File: src/rtl/tx_frame_ctrl.sv
// tx_frame_ctrl: frame sequencer in front of the DCSK TX core.
// Sends PREAMBLE_LEN preamble words, then a payload pulled by valid/ready,
// waits for the core to drain and holds a guard gap before signalling done.
module tx_frame_ctrl #(
    parameter int               MSG_W         = 8,
    parameter int               CTR_W         = 10,
    parameter int               LEN_W         = 8,
    parameter int               PREAMBLE_LEN  = 2,
    parameter logic [MSG_W-1:0] PREAMBLE_WORD = 8'hAA,
    parameter int               GUARD_CYCLES  = 16
) (
    input  logic             i_clk,
    input  logic             i_rst,
    input  logic             i_start,
    input  logic [LEN_W-1:0] i_frame_len,
    input  logic [CTR_W-1:0] i_cfg_wrap,
    input  logic             i_abort,
    input  logic [MSG_W-1:0] i_data,
    input  logic             i_data_valid,
    output logic             o_data_ready,
    input  logic             i_core_load,
    input  logic             i_core_sending,
    output logic             o_core_send,
    output logic [MSG_W-1:0] o_core_msg,
    output logic [CTR_W-1:0] o_core_wrap,
    output logic             o_busy,
    output logic             o_done,
    output logic             o_underrun
);

    typedef enum logic [2:0] {
        S_IDLE,
        S_PRE,
        S_PAY,
        S_DRAIN,
        S_GUARD
    } state_t;

    localparam int               GW    = (GUARD_CYCLES > 2) ? $clog2(GUARD_CYCLES) : 1;
    localparam logic [GW-1:0]    GLAST = GW'((GUARD_CYCLES > 0) ? GUARD_CYCLES - 1 : 0);
    localparam logic [LEN_W-1:0] PLAST = LEN_W'((PREAMBLE_LEN > 0) ? PREAMBLE_LEN - 1 : 0);

    state_t           r_state;
    state_t           w_next;
    logic             r_staged_valid;
    logic [MSG_W-1:0] r_core_msg;
    logic [CTR_W-1:0] r_core_wrap;
    logic [LEN_W-1:0] r_len;
    logic [LEN_W-1:0] r_fetch_left;
    logic [LEN_W-1:0] r_pre_cnt;
    logic [LEN_W-1:0] r_sent_cnt;
    logic [GW-1:0]    r_guard_cnt;
    logic             r_underrun;
    logic             r_sending_d;

    logic w_active;
    logic w_consume;
    logic w_abort;
    logic w_underrun;
    logic w_last_pre;
    logic w_fetch;
    logic w_accept;
    logic w_guard_done;

    assign w_active     = (r_state == S_PRE) || (r_state == S_PAY);
    assign o_core_send  = r_staged_valid && w_active;
    assign w_consume    = i_core_load && o_core_send;
    assign w_abort      = i_abort && w_active;
    assign w_underrun   = (r_state == S_PAY) && r_sending_d && !i_core_sending;
    assign w_last_pre   = (r_state == S_PRE) && (r_pre_cnt == PLAST);
    // Abort and underrun both drop the staged word, so nothing may be fetched in that cycle.
    assign o_data_ready = (r_fetch_left != '0) && (!r_staged_valid || w_consume)
                          && ((r_state == S_PAY) || w_last_pre) && !w_abort && !w_underrun;
    assign w_fetch      = i_data_valid && o_data_ready;
    assign w_accept     = (r_state == S_IDLE) && i_start && (i_frame_len != '0);
    assign w_guard_done = (r_state == S_GUARD) && ((GUARD_CYCLES == 0) || (r_guard_cnt == GLAST));

    assign o_core_msg  = r_core_msg;
    assign o_core_wrap = r_core_wrap;
    assign o_busy      = (r_state != S_IDLE);
    assign o_done      = w_guard_done;
    assign o_underrun  = r_underrun;

    // Next-state decode; abort takes priority over underrun and over any consume.
    always_comb begin
        w_next = r_state;
        case (r_state)
            S_IDLE:  if (w_accept) w_next = (PREAMBLE_LEN > 0) ? S_PRE : S_PAY;
            S_PRE: begin
                if (w_abort)                              w_next = S_DRAIN;
                else if (w_consume && r_pre_cnt == PLAST) w_next = S_PAY;
            end
            S_PAY: begin
                if (w_abort)                                         w_next = S_DRAIN;
                else if (w_underrun)                                 w_next = S_GUARD;
                else if (w_consume && r_sent_cnt == r_len - 1'b1)    w_next = S_DRAIN;
            end
            S_DRAIN: if (!i_core_sending) w_next = S_GUARD;
            S_GUARD: if (w_guard_done)    w_next = S_IDLE;
            default: w_next = S_IDLE;
        endcase
    end

    // State register, staging register, counters and sticky status.
    always_ff @(posedge i_clk) begin
        if (i_rst) begin
            r_state        <= S_IDLE;
            r_staged_valid <= 1'b0;
            r_core_msg     <= '0;
            r_core_wrap    <= '0;
            r_len          <= '0;
            r_fetch_left   <= '0;
            r_pre_cnt      <= '0;
            r_sent_cnt     <= '0;
            r_guard_cnt    <= '0;
            r_underrun     <= 1'b0;
            r_sending_d    <= 1'b0;
        end else begin
            r_state     <= w_next;
            r_sending_d <= i_core_sending;

            if (r_state == S_GUARD && !w_guard_done) r_guard_cnt <= r_guard_cnt + 1'b1;
            else                                      r_guard_cnt <= '0;

            if (w_accept) begin
                r_len        <= i_frame_len;
                r_core_wrap  <= i_cfg_wrap;
                r_underrun   <= 1'b0;
                r_fetch_left <= i_frame_len;
                r_pre_cnt    <= '0;
                r_sent_cnt   <= '0;
                if (PREAMBLE_LEN > 0) begin
                    r_core_msg     <= PREAMBLE_WORD;
                    r_staged_valid <= 1'b1;
                end
            end else if (w_abort || w_underrun) begin
                r_staged_valid <= 1'b0;
                r_underrun     <= 1'b1;
            end else begin
                // A refill in the consume cycle keeps the stage full with no bubble.
                if (w_fetch) begin
                    r_core_msg     <= i_data;
                    r_staged_valid <= 1'b1;
                    r_fetch_left   <= r_fetch_left - 1'b1;
                end else if (w_consume) begin
                    if (r_state == S_PRE && r_pre_cnt != PLAST) begin
                        r_core_msg <= PREAMBLE_WORD;
                    end else begin
                        r_staged_valid <= 1'b0;
                    end
                end
                if (w_consume && r_state == S_PRE) r_pre_cnt  <= r_pre_cnt + 1'b1;
                if (w_consume && r_state == S_PAY) r_sent_cnt <= r_sent_cnt + 1'b1;
            end
        end
    end

endmodule

File: config.mk
export PLATFORM = sky130hd
export DESIGN_NAME = tx_frame_ctrl
export DESIGN_NICKNAME = d
export VERILOG_FILES = /design/src/rtl/tx_frame_ctrl.sv
export SDC_FILE = /design/constraint.sdc
export NUM_CORES = 1
export LEC_CHECK = 0
export ABC_AREA = 1
export CORE_UTILIZATION = 29
export CTS_CLUSTER_DIAMETER = 50
export CTS_CLUSTER_SIZE = 16
export DETAILED_ROUTE_END_ITERATION = 8
export SYNTH_ARGS = -nofsm -noshare
export SYNTH_HDL_FRONTEND = slang
export SYNTH_SLANG_ARGS = --single-unit
File: constraint.sdc
create_clock -name i_clk -period 1.9 [get_ports i_clk]
set_input_delay 0.19 -clock i_clk [delete_from_list [all_inputs] [get_ports i_clk]]
set_output_delay 0.19 -clock i_clk [all_outputs]
set_load 0.1 [all_outputs]
==> flow_metrics.env, run 1 <==
export IMPL_power_density_mw_per_mm2=1380
export IMPL_path_clk_slew_ns=0.07
export IMPL_synth_enable_flop_cells=0
export IMPL_wire_per_inst_um=11.6
export IMPL_die_h_um=105
export IMPL_synth_flop_cell="dfxtp_1"
export IMPL_hold_depth=3
export IMPL_worstSetupStartpointType="flop"
export IMPL_maxSlewViolCount=0
export IMPL_ioPinCount=56
export IMPL_crit_chain="inv_1, ha_1, nand2_1, nor2_2, nand3b_1, nand2_2, nor2_8, buf_12"
export IMPL_wl_um=7900
export IMPL_syn_avg_cell_area_um2=6.78
export IMPL_fin_tns_setup_ns=0
export IMPL_synth_fp_nets=497
export IMPL_worstPathRequired_ns=1.71
export IMPL_hold_ws_ns=0.399
export IMPL_critPathSlowestCell="dfxtp_1"
export IMPL_multiInputGateArea_mm2=0.00172
export IMPL_synth_area_leader_cell="dfxtp_1"
export IMPL_place_congestion=0.833
export IMPL_cts_sinks=60
export IMPL_critPathArrivalTime_ns=1.63
export IMPL_relSlewSlack=0.793
export IMPL_setup_slack_ns=0.0771
export IMPL_synth_common_cells="104 x nand2_1, 70 x nor2_1, 60 x dfxtp_1"
export IMPL_critical_path_max_stage_delay_ns=0.31
export IMPL_hold_violations=0
export IMPL_cts_tree="built"
export IMPL_grt_start_max_net_pins=28
export IMPL_tightestPinTransition_ns=0.309
export IMPL_clockBufferDepth=2
export IMPL_drc=0
export IMPL_synth_async_reset_ratio=0
export IMPL_grt_ovfl_total=0
export IMPL_synth_most_common_cell="nand2_1"
export IMPL_status="finished clean"
export IMPL_synth_top_area_share=0.387
export IMPL_setup_viol=0
export IMPL_dpl_cell_area_mm2=0.00396
export IMPL_grtUsageTotal=0.148
export IMPL_path_depth=8
export IMPL_diodes=0
export IMPL_first_pass_iters=4
export IMPL_start_util=0.299
export IMPL_placementRows=37
export IMPL_post_dp_hpwl_um=5910
export IMPL_final_area_mm2=0.00427
export IMPL_n_fill_cell=1086
export IMPL_cellLeakagePower_nw=1.88
export IMPL_die_w_um=105
export IMPL_min_path_type="in2reg"
export IMPL_reg2reg_depth=12
export IMPL_ys_top_cells_by_area="dfxtp_1 39%, nand2_1 13%, nor2_1 8.5%, inv_1 7.1%, a21oi_1 5.6%"
export IMPL_clock_fmax_ghz=0.549
export IMPL_grt_setup_unrepaired="no"
export IMPL_min_period_ns=1.82
export IMPL_preCtsSetupSlack_ns=-0.0383
export IMPL_end_kind="output pin"
export IMPL_critPathBufInv=2
export IMPL_crit_type="reg2out"
export IMPL_synth_seq_cells=60
export IMPL_core_mm2=0.0104
export IMPL_cts_made_buffers=9
export IMPL_cts_root_buffer="clkbuf_8"
export IMPL_syn_area_mm2=0.00310
export IMPL_worst_clock_skew_ns=0.00901
export IMPL_worst_skew_pair_late_latency_ns=0.35
export IMPL_path_delay_family="simple AND/OR/NAND/NOR gates"
export IMPL_cap_viol_max_count=0
export IMPL_yosys_warnings=0
export IMPL_ant_nets=0
export IMPL_fin_crit_sh=0.959
export IMPL_yosysUniqueCellTypes=36
export IMPL_grt_first_pass_wirelength_um=13100
export IMPL_antenna_found_initial=0
export IMPL_vias=3081
export IMPL_finish_utilization=0.412
export IMPL_synth_cells=458
export IMPL_synth_seq_area_share=0.387
export IMPL_drt_initial_drc_count=114
export IMPL_drive_above_1_share=0.205
export IMPL_ir_drop_mv=1.20
export IMPL_path_max_fanout=2
export IMPL_h_tree_depth=3
export IMPL_syn2layout_area_growth_pct=37.7
export IMPL_avgViaCountPerCell=4.52
export IMPL_die_area_mm2=0.0111
export IMPL_final_seq_area_mm2=0.00121
export IMPL_layout_nets=580
export IMPL_io_buffers=55
export IMPL_grt_pass1_vias=2929
[power breakdown]
part           internal [mW]  switching (mW)  total (mW)
clock network          0.499           0.509        1.01
logic                   1.05            2.17        3.21
registers               1.49           0.187        1.68
total                   3.04            2.86        5.90
[placed cells by master, fill, tap and decap left out, types with 3 or more instances in the layout]
cell type,synthesis,layout
nand2_1,104,97
dfxtp_2,0,6
ha_1,6,5
a21oi_1,35,33
dfxtp_1,60,53
nor3_1,7,6
nand3_2,1,3
o21ai_0,25,24
buf_4,0,41
nand2_2,3,8
o21ai_1,3,4
buf_12,0,5
clkinv_2,1,4
clkbuf_8,0,10
xnor2_1,3,3
nand3b_1,5,5
nor2_1,70,67
xor2_1,8,8
clkdlybuf4s50_1,0,32
inv_1,59,55
inv_2,2,4
nor2_4,2,3
nand3_1,35,32
nand2_4,3,4
nand4_1,3,3
[per-stage QoR]
stage / std cells / power, mW
6_report: 682 / 5.90
5_1_grt: 682 / 6.28
4_1_cts: 681 / 5.83
3_5_place_dp: 659 / 4.72
3_3_place_gp: 659 / 4.70
2_1_floorplan: 458 / 3.91
[metal layers]
layer,track usage,part of all wire
met2,0.243,0.46
met1,0.181,0.46
met3,0.0284,0.040
met5,0,0
met4,0.0845,0.032
[worst min-delay path, cell delays in order]
cell and delay [ns]:
clkdlybuf4s50_1 0.40, nand2_1 0.06, a21oi_1 0.05
[sequential cells by signal, indices dropped and copies added (netlist names)]
| register | count |
|---|---|
| o_core_wrap | 10 |
| o_core_msg | 8 |
| r_fetch_left | 8 |
| r_len | 8 |
| r_pre_cnt | 8 |
| r_sent_cnt | 8 |
| r_guard_cnt | 4 |
| r_state | 3 |
| o_underrun | 1 |
| r_sending_d | 1 |
| r_staged_valid | 1 |
[path summary, 6_finish.rpt]
kind	slack [ns]	from	endpoint
setup / recovery	0.08	r_fetch_left[0]$_SDFFE_PP0P_	o_data_ready
hold / removal	0.40	i_data[2]	o_core_msg[2]$_SDFFE_PP0P_
setup reg to reg	0.11	r_state[2]$_SDFFE_PP0P_	r_sent_cnt[7]$_SDFFE_PP0P_
hold reg to reg	0.46	r_guard_cnt[0]$_SDFF_PP0_	r_guard_cnt[0]$_SDFF_PP0_
[cells by family (layout without fill, tap and decap cells)]
family                     Yosys count  count (layout)  share of synthesized area
DFF                                 60              60                      0.387
and+or+nand+nor                    243             243                      0.355
buffers and inverters               71             159                     0.0879
adders and majority gates            6               6                     0.0242
AOI/OAI and AO/OA                   67              67                      0.115
xor gates and xnor gates            11              11                     0.0311
[repair_timing]
action,4_1_cts,5_1_grt
hold buffers,0,0
resized for setup,15,22
buffers inserted,7,1
endpoints found under the setup margin,1,23
gates cloned,0,0
pin swaps,4,10
[cell type report]
class / instances / area share
sequential: 60 / 0.284
multi-input combinational: 327 / 0.403
timing repair buffer: 80 / 0.176
clock inverter: 5 / 0.00644
tap: 136 / 0.0398
inverter: 63 / 0.0577
clock buffer: 11 / 0.0331
Note: power is estimated with default switching activity, not from simulation.
==> inputs of run 2 (changes only) <==
clock period = 2.3 ns   (was 1.9 ns; I/O delays follow)
==> run 2 against run 1 <==
- final cell count down 3.1%
- sequential power down 19%
- combinational power down 27%
- first-iteration DRC count up 67%
- worst hold slack better by 0.060 ns
- via count down 1.9%
- global-route usage down 0.22 points
- largest power group unchanged
==> flow_metrics.env, run 2 (synthesis gave the netlist of run 1 again) <==
export IMPL_postCtsHoldBufs=0
export IMPL_core_mm2=0.0104
export IMPL_ant_nets=0
export IMPL_ir_drop_mv=0.811
export IMPL_die_area_mm2=0.0111
export IMPL_clock_fmax_ghz=0.486
export IMPL_h_tree_depth=3
export IMPL_grt_start_max_net_pins=23
export IMPL_path_delay_family="simple AND/OR/NAND/NOR gates"
export IMPL_critPathBufInv=2
export IMPL_cap_viol_max_count=0
export IMPL_final_common_cell="nand2_1"
export IMPL_min_path_type="reg2reg"
export IMPL_grtUsageTotal=0.146
export IMPL_worst_clock_skew_ns=0.00997
export IMPL_critPathSlowestCell="dfxtp_1"
export IMPL_worstPathRequired_ns=2.07
export IMPL_end_kind="output pin"
export IMPL_drive_above_1_share=0.116
export IMPL_first_pass_iters=5
export IMPL_setup_viol=0
export IMPL_wire_per_inst_um=11.5
export IMPL_path_max_fanout=6
export IMPL_largest_reg_flops=10
export IMPL_fin_tns_setup_ns=0
export IMPL_preCtsSetupSlack_ns=0.296
export IMPL_grt_pass1_vias=2917
export IMPL_die_w_um=105
export IMPL_tightestPinTransition_ns=0.297
export IMPL_cts_made_buffers=9
export IMPL_drt_initial_drc_count=190
export IMPL_avgViaCountPerCell=4.57
export IMPL_power_density_mw_per_mm2=1140
export IMPL_fin_crit_sh=0.895
export IMPL_min_period_ns=2.06
export IMPL_clockBufferDepth=2
export IMPL_critPathArrivalTime_ns=1.83
export IMPL_status="finished clean"
export IMPL_syn2layout_area_growth_pct=27.1
export IMPL_drc=0
export IMPL_total_power_mw=4.51
export IMPL_post_dp_hpwl_um=5780
export IMPL_io_buffers=55
export IMPL_die_h_um=105
export IMPL_cts_tree="built"
export IMPL_layout_nets=561
export IMPL_post_cts_setup_buffers=0
export IMPL_critical_path_max_stage_delay_ns=0.40
export IMPL_grt_setup_unrepaired="no"
export IMPL_start_util=0.299
export IMPL_crit_type="reg2out"
export IMPL_finish_utilization=0.380
export IMPL_n_fill_cell=1121
export IMPL_grt_ovfl_total=0
export IMPL_hold_ws_ns=0.459
export IMPL_wl_um=7630
export IMPL_antenna_found_initial=0
export IMPL_worstSetupStartpointType="flop"
export IMPL_hold_violations=0
export IMPL_place_congestion=0.841
export IMPL_placementRows=37
export IMPL_path_clk_slew_ns=0.07
export IMPL_grt_first_pass_wirelength_um=13100
export IMPL_setup_slack_ns=0.242
export IMPL_maxSlewViolCount=0
export IMPL_relSlewSlack=0.801
export IMPL_cellLeakagePower_nw=1.76
export IMPL_cts_root_buffer="clkbuf_8"
export IMPL_vias=3024
export IMPL_crit_chain="ha_1, inv_1, nor3_1, nand3_1, nand2_1, nand2_2, nor2_8, buf_12"
export IMPL_cts_sinks=60
export IMPL_ctsResizeCount=0
export IMPL_most_common_layout_cells="104 x nand2_1, 70 x nor2_1, 60 x dfxtp_1"
export IMPL_diodes=0
export IMPL_ioPinCount=56
export IMPL_worst_skew_pair_late_latency_ns=0.33
==> run 2: routing by layer <==
| metal | up-vias | track usage | routed length, um |
|---|---|---|---|
| met1 | 1348 | 0.186 | 3640 |
| met3 | 11 | 0.0377 | 377 |
| met5 | - | 0 | 0 |
| met4 | 0 | 0.0503 | 117 |
| met2 | 82 | 0.237 | 3490 |
| li1 | 1583 | - | - |
==> run 2: path summary, 6_finish.rpt <==
path	startpoint	end	slack (ns)	cells after the start
setup / recovery	r_pre_cnt[0]$_SDFFE_PP0P_	o_data_ready	0.24	8
hold reg to reg	r_guard_cnt[0]$_SDFF_PP0_	r_guard_cnt[0]$_SDFF_PP0_	0.46	1
hold / removal	r_guard_cnt[0]$_SDFF_PP0_	r_guard_cnt[0]$_SDFF_PP0_	0.46	1
setup reg to reg	r_fetch_left[0]$_SDFFE_PP0P_	r_fetch_left[5]$_SDFFE_PP0P_	0.40	11
==> run 2: power by group <==
group / total, mW / leakage, nW / internal, mW / switching (mW)
logic: 2.34 / 1.18 / 0.658 / 1.68
clock network: 0.804 / 0.0848 / 0.403 / 0.401
registers: 1.36 / 0.490 / 1.22 / 0.143
total: 4.51 / 1.76 / 2.28 / 2.23
==> run 2: cell type report <==
class	count	area [um2]	share of cell area
multi-input combinational	327	1630	0.413
clock buffer	11	141	0.0358
sequential	60	1200	0.304
tap	136	170	0.0431
timing repair buffer	61	551	0.140
clock inverter	3	15.0	0.00381
inverter	63	238	0.0603
==> run 2: stage by stage <==
step	area, um2	std cells
final	3950	661
after CTS	3950	661
after detailed placement	3790	647
after global placement	3790	647
after global routing	3950	661
after floorplan	3100	458
==> run 2: worst reg2reg max path, stage by stage, from the launching register on <==
cell and delay, ns:
dfxtp_1 0.30, inv_1 0.13, ha_1 0.22, nand2_1 0.10
nor2_1 0.15, nand3b_1 0.10, nand2_1 0.17, nor2_8 0.07
nand2_4 0.13, clkinv_2 0.17, a21oi_1 0.18, a21oi_1 0.08
==> inputs of run 3 (changes only) <==
SLEW_MARGIN = 25   (was not set)
==> results of run 3 <==
Final layout, timing and power as in run 2 (identical DEF).
